`src/rtl/ifu_fetch_ctrl.sv`:
```
// Instruction-fetch controller: owns the fetch PC, drives the IM address and
// buffers fetched words in a QDEPTH-entry queue in front of decode.
// Optional feature macro: FETCH_ADEL_EN (fetch address-error detection + HALT).
module ifu_fetch_ctrl #(
  parameter logic [31:0] RESET_PC = 32'h0000_3000,
  parameter int unsigned IM_WORDS = 4096,
  parameter int unsigned QDEPTH   = 2
) (
  input  logic        clk,
  input  logic        reset,
  output logic [31:0] im_addr,
  input  logic [31:0] im_rdata,
  input  logic        redirect,
  input  logic [31:0] redirect_pc,
  input  logic        d_ready,
  output logic        d_valid,
  output logic [31:0] d_instr,
  output logic [31:0] d_pc,
  output logic        d_exc
);

  localparam int unsigned PW = (QDEPTH > 1) ? $clog2(QDEPTH) : 1;
  localparam int unsigned CW = $clog2(QDEPTH + 1);

  // Reject configurations the wrapping pointers cannot support
  if (QDEPTH < 2 || (QDEPTH & (QDEPTH - 1)) != 0 || IM_WORDS == 0) begin : g_cfg_check
    $error("ifu_fetch_ctrl: QDEPTH must be a power of two >= 2 and IM_WORDS nonzero");
  end

  typedef enum logic [1:0] {
    ST_BOOT = 2'd0,
    ST_RUN  = 2'd1,
    ST_FULL = 2'd2
`ifdef FETCH_ADEL_EN
    , ST_HALT = 2'd3
`endif
  } state_t;

  state_t         state;
  logic [31:0]    pc;
  logic [PW-1:0]  head;
  logic [PW-1:0]  tail;
  logic [CW-1:0]  count;
  logic [31:0]    q_instr [QDEPTH];
  logic [31:0]    q_pc    [QDEPTH];

  logic           deq;
  logic           enq;
  logic [CW-1:0]  count_nxt;

`ifdef FETCH_ADEL_EN
  localparam logic [32:0] IM_END = 33'(RESET_PC) + 33'(4 * IM_WORDS);

  logic           q_exc [QDEPTH];
  logic           fetch_bad;

  // Address error: misaligned or outside the IM window
  assign fetch_bad = (pc[1:0] != 2'b00) || (pc < RESET_PC) || ({1'b0, pc} >= IM_END);
  assign d_exc     = q_exc[head];
`else
  assign d_exc     = 1'b0;
`endif

  // Handshake, enqueue qualification and next occupancy
  assign d_valid   = (count != '0);
  assign deq       = d_valid && d_ready;
  assign enq       = ((state == ST_RUN) || ((state == ST_FULL) && deq)) && !redirect;
  assign count_nxt = count + CW'(enq) - CW'(deq);

  // Outputs come straight from the PC and head-entry registers
  assign im_addr = pc;
  assign d_instr = q_instr[head];
  assign d_pc    = q_pc[head];

  // Fetch FSM, PC and queue state
  always_ff @(posedge clk) begin
    if (reset) begin
      state <= ST_BOOT;
      pc    <= RESET_PC;
      head  <= '0;
      tail  <= '0;
      count <= '0;
      for (int unsigned i = 0; i < QDEPTH; i++) begin
        q_instr[i] <= '0;
        q_pc[i]    <= '0;
`ifdef FETCH_ADEL_EN
        q_exc[i]   <= 1'b0;
`endif
      end
    end else if (redirect) begin
      // Flush: queue contents discarded even if decode handshakes this cycle
      state <= ST_RUN;
      pc    <= redirect_pc;
      head  <= '0;
      tail  <= '0;
      count <= '0;
    end else begin
      if (enq) begin
        q_pc[tail] <= pc;
        tail       <= tail + PW'(1);
`ifdef FETCH_ADEL_EN
        q_instr[tail] <= fetch_bad ? 32'h0 : im_rdata;
        q_exc[tail]   <= fetch_bad;
        if (!fetch_bad) begin
          pc <= pc + 32'd4;
        end
`else
        q_instr[tail] <= im_rdata;
        pc            <= pc + 32'd4;
`endif
      end
      if (deq) begin
        head <= head + PW'(1);
      end
      count <= count_nxt;

      case (state)
        ST_BOOT: state <= ST_RUN;
        ST_RUN, ST_FULL: begin
`ifdef FETCH_ADEL_EN
          if (enq && fetch_bad) begin
            state <= ST_HALT;
          end else
`endif
          if (count_nxt == CW'(QDEPTH)) begin
            state <= ST_FULL;
          end else begin
            state <= ST_RUN;
          end
        end
        default: state <= state;
      endcase
    end
  end

endmodule

```
`config.mk`:
```
export PLATFORM = sky130hd
export DESIGN_NAME = ifu_fetch_ctrl
export DESIGN_NICKNAME = d
export VERILOG_FILES = /design/src/rtl/ifu_fetch_ctrl.sv
export SDC_FILE = /design/constraint.sdc
export NUM_CORES = 1
export LEC_CHECK = 0
export ABC_AREA = 1
export CORE_UTILIZATION = 50
export CTS_CLUSTER_DIAMETER = 30
export DETAILED_ROUTE_END_ITERATION = 8
export PLACE_DENSITY = 0.87
export SLEW_MARGIN = 10
export SYNTH_ARGS = -nofsm -noshare
export SYNTH_HDL_FRONTEND = slang
export SYNTH_SLANG_ARGS = --single-unit
```
`constraint.sdc`:
```
create_clock -name clk -period 4.2 [get_ports clk]
set_clock_uncertainty 0.05 [all_clocks]
set_input_delay 0.84 -clock clk [delete_from_list [all_inputs] [get_ports clk]]
set_output_delay 0.84 -clock clk [all_outputs]
set_load 0.01 [all_outputs]
```
# Word-level counts from Yosys, hierarchy flattened
# Memories as Yosys holds them, arrays and structs flattened. A register that Yosys moved wholly into a read port is not among the register bits.
# Index checks and enable logic that the tools add are counted.
# word_totals
inputBits	68
ff_bits	38
ram_bits	128
mem_count	2
wordCells	51
out_inout_bits	98
# mem_list
name	words	width	read_ports	rd_clocked_by_memory_dff	wr	line	rtl
q_instr	2	32	1	1	2	44	logic [31:0] q_instr [QDEPTH];
q_pc	2	32	1	1	2	45	logic [31:0] q_pc [QDEPTH];
# op_classes
n_reduce_logical	14
eq_ne	3
add_sub_neg	5
mux	21
# op_table
cell	n
$mux W32	4
$reduce_or A32 Y1	2
$add A32 B3 Y32 const B	1
$mux W1	15
$reduce_bool A2 Y1	3
$eq A2 B2 Y1 const B	2
$pmux W2 S2	1
$reduce_or A2 Y1	2
$logic_and A1 B1 Y1	3
$reduce_bool A3 Y1	1
$add A1 B1 Y1 const B	2
$add A2 B1 Y2	1
$eq A2 B1 Y1 const B	1
$logic_not A2 Y1	1
$mux W2	1
$sub A2 B1 Y2	1
$logic_not A1 Y1	1
$logic_or A1 B1 Y1	1

# Longest topological paths before layout
# depth
word_depth	11
depth_mapped	13
depth_no_buf	13

# Worst setup path after synthesis
# OpenSTA, ideal clock, no wires.
# synth_timing
path_type	input to register
start	in redirect
end	mem q_instr[0][0], enable pin
path_slack_ps	774
required_time_ps	3726
setup_time_ps	424
path_stages	6
path_buffers	3
t_arrival_ps	2952
path_cell_list	buf_4 nor2_2 nand3_2 buf_6 buf_6 nand2_1
# synth_lines
element	line	rtl
from (decl)	13	input logic redirect,
to (decl)	44	

==> key figures <==
Status
  – Status: complete, no violations

Layout
  – Util after Layout: 66.1%
  – # diodes: 0
  – Commonest cells after routing, fill and taps aside: nor2_1 (176), nand2_1 (166), clkdlybuf4s50_1 (164)
  – Layout cells sized above 1: 12.5%
  – NumNets Final: 1081
  – Commonest non-fill, non-tap cell in the layout: nor2_1
  – Final Instance Count excl. Fillers: 1235
  – Area grow syn2layout: 28.3%
  – Cell area after layout: 10600 µm²

Clock network
  – CTS root buf: clkbuf_16
  – Setup bufs post-CTS: 0
  – CTS H-Tree Depth: 4
  – Worst-Skew Late Latency: 0.42 ns
  – Num CTS Buffers: 17
  – Resized cells post-CTS: 0
  – Hold_buf cts: 0
  – CTS Sinks: 167
  – CTS tree: done
  – Clock transition at path regs: 0.07 ns
  – Maximum clock path buffer count: 2

STA
  – Worst-margin pin slew: 0.725 ns
  – Final Hold Viols: 0
  – Final period util: 80.0%
  – Setup Viol. Count Final: 0
  – Slew HR: 51.7%
  – RSZ-0062 raised after global routing: false
  – Final WS setup: 0.840 ns
  – Max-slew violations: 0
  – Final setup TNS: 0 ns
  – Minimum clock period: 3.36 ns
  – Achievable Freq: 0.298 GHz

Yosys
  – Library cells used by synthesis: 33
  – Mapped Area: 8240 µm²
  – Post-synthesis cell count: 854
  – Synth Net Count: 929
  – Number of synthesized register bits: 167
  – Mean Syn Cell Area: 9.65 µm²
  – Yosys warns: 0
  – Sequential area share after synthesis: 56.1%

Power
  – Share of power burned in registers: 47.2%
  – Peak VDD IR: 0.293 mV
  – Leakage: 0.00418 µW
  – Logic pwr share: 11.6%
  – Power per cell area: 384 nW/µm²
  – Sw Ratio: 22.0%
  – Net Switching: 892 µW
  – Clock Power Share: 41.2%
  – P_int: 3170 µW

Route
  – Post-route ant nets: 0
  – Initial DRC Count: 379
  – Wirelength per Cell: 15.7 µm
  – Vias per cell: 5.08
  – Via count: 6270
  – Drt total wl: 19400 µm
  – Drt drc: 0
  – Drt pass-1 iters: 5

Placed design
  – Placer congestion estimate: 0.966
  – Detailed placement HPWL: 13200 µm
  – Buffers added on ports: 164
  – Inst Count DP: 1203
  – DP Worst Slack: 1.14 ns
  – Dpl cell area: 9940 µm²

Floorplanning
  – Die ar.: 17000 µm²
  – Die Span Y: 130 µm
  – Ports: 166
  – Die span in x: 130 µm
  – Core area: 16000 µm²
  – Initial Utilization: 51.5%
  – Site Rows: 46

Setup path
  – Worst path arrival time: 2.47 ns
  – Critical Path RT: 3.31 ns
  – CP Launch Type: register
  – Kind of critical path: reg -> out
  – End of the worst register-to-register path: q_pc[0][21]$_SDFFCE_PN0P_
  – Crit Path Max Fanout: 25
  – CP Capture Point: d_instr[8]
  – Reg2reg start: state[1]$_SDFFE_PP0P_
  – Setup slack, reg-to-reg: 1.74 ns
  – CP endpoint kind: output pin
  – Worst r2r path cells: 7

Run
  – Max-cap violations: 0

Global routing
  – Gr usage total: 23.1%
  – Vias in the first global route: 6071
  – Initial antenna violation count: 0
  – Total grt overflow: 0
  – First-pass GRT wire length: 29500 µm
  – Largest net degree at the start of global routing: 65

Worst hold path
  – HP Class: reg -> reg
## cell type report
cell class / instances / area (µm²)
Multi-Input combinational cell: 545 / 2930
Inverter: 103 / 387
Timing Repair Buffer: 172 / 1730
Clock inverter: 9 / 175
Clock buffer: 23 / 458
Fill cell: 1271 / 5430
Tap cell: 216 / 270
Sequential cell: 167 / 4630
## per-layer routing
metal / share of wire [%] / wire length [µm] / up-vias / track usage [%]
met4: 2.3 / 450 / 0 / 9.47
li1: - / - / 3074 / -
met5: 0 / 0 / - / 0
met2: 47 / 9170 / 251 / 39.2
met3: 7.4 / 1430 / 34 / 4.64
met1: 43 / 8330 / 2911 / 29.1
## flip-flops by register name (all words and copies together) (netlist names), named ones only
name,cells
im_addr,32
state,2
head,1
q_instr,64
tail,1
count,2
q_pc,64
## worst min path at each step
stage                 startpoint                 to  slack, ns  depth (start not counted)
3_3_place_gp   head$_SDFFE_PP0P_  head$_SDFFE_PP0P_       0.39                          1
5_1_grt        head$_SDFFE_PP0P_  head$_SDFFE_PP0P_       0.45                          1
6_report       head$_SDFFE_PP0P_  head$_SDFFE_PP0P_       0.41                          1
4_1_cts        head$_SDFFE_PP0P_  head$_SDFFE_PP0P_       0.41                          1
2_1_floorplan  head$_SDFFE_PP0P_           register       0.38                          1
3_5_place_dp   head$_SDFFE_PP0P_  head$_SDFFE_PP0P_       0.40                          1
## synthesized netlist by cell type, drive strengths merged
master | instances | area [µm²]
a21oi | 35 | 183
buf | 33 | 279
clkbuf | 6 | 22.5
conb | 1 | 3.75
dfxtp | 39 | 781
edfxtp | 128 | 3840
ha | 7 | 87.6
inv | 103 | 387
mux2 | 64 | 721
mux2i | 1 | 10.0
nand2 | 174 | 692
nand3 | 25 | 135
nand3b | 1 | 7.51
nand4 | 19 | 119
nor2 | 187 | 749
nor3 | 1 | 5.00
o211ai | 2 | 15.0
o21a | 1 | 15.0
o21ai | 13 | 65.1
or2 | 1 | 6.26
xnor2 | 2 | 17.5
xor2 | 11 | 96.3
## cells by family after synthesis
group | Yosys count | share of synthesized area, %
AOI/OAI and AO/OA | 51 | 3.37
buffers and inverters | 142 | 8.35
muxes | 65 | 8.87
DFF | 167 | 56.1
adders and majority gates | 7 | 1.06
other | 1 | 0.0455
and+or+nand+nor | 408 | 20.8
xor gates and xnor gates | 13 | 1.38
## power by group through the flow
stage	Sequential, µW	Combinational [µW]	Clock (µW)
floorplan	1940	231	0
global placement	1950	461	0
detailed placement	1950	470	0
CTS	1920	474	1690
global route	1930	510	1760
finish	1920	471	1670
## through the flow
stage               total power, µW  hold WS (ns)
global placement               2410         0.387
finish                         4060         0.413
floorplan                      2180         0.375
global route                   4200         0.445
detailed placement             2420         0.405
CTS                            4080         0.413
## critical path, cell delays in order (launching register included)
cell	delay, ns
dfxtp_2	0.74
buf_4	0.41
mux2_2	0.38
clkdlybuf4s50_1	0.50
No activity file was read; power rests on OpenSTA's default activity.
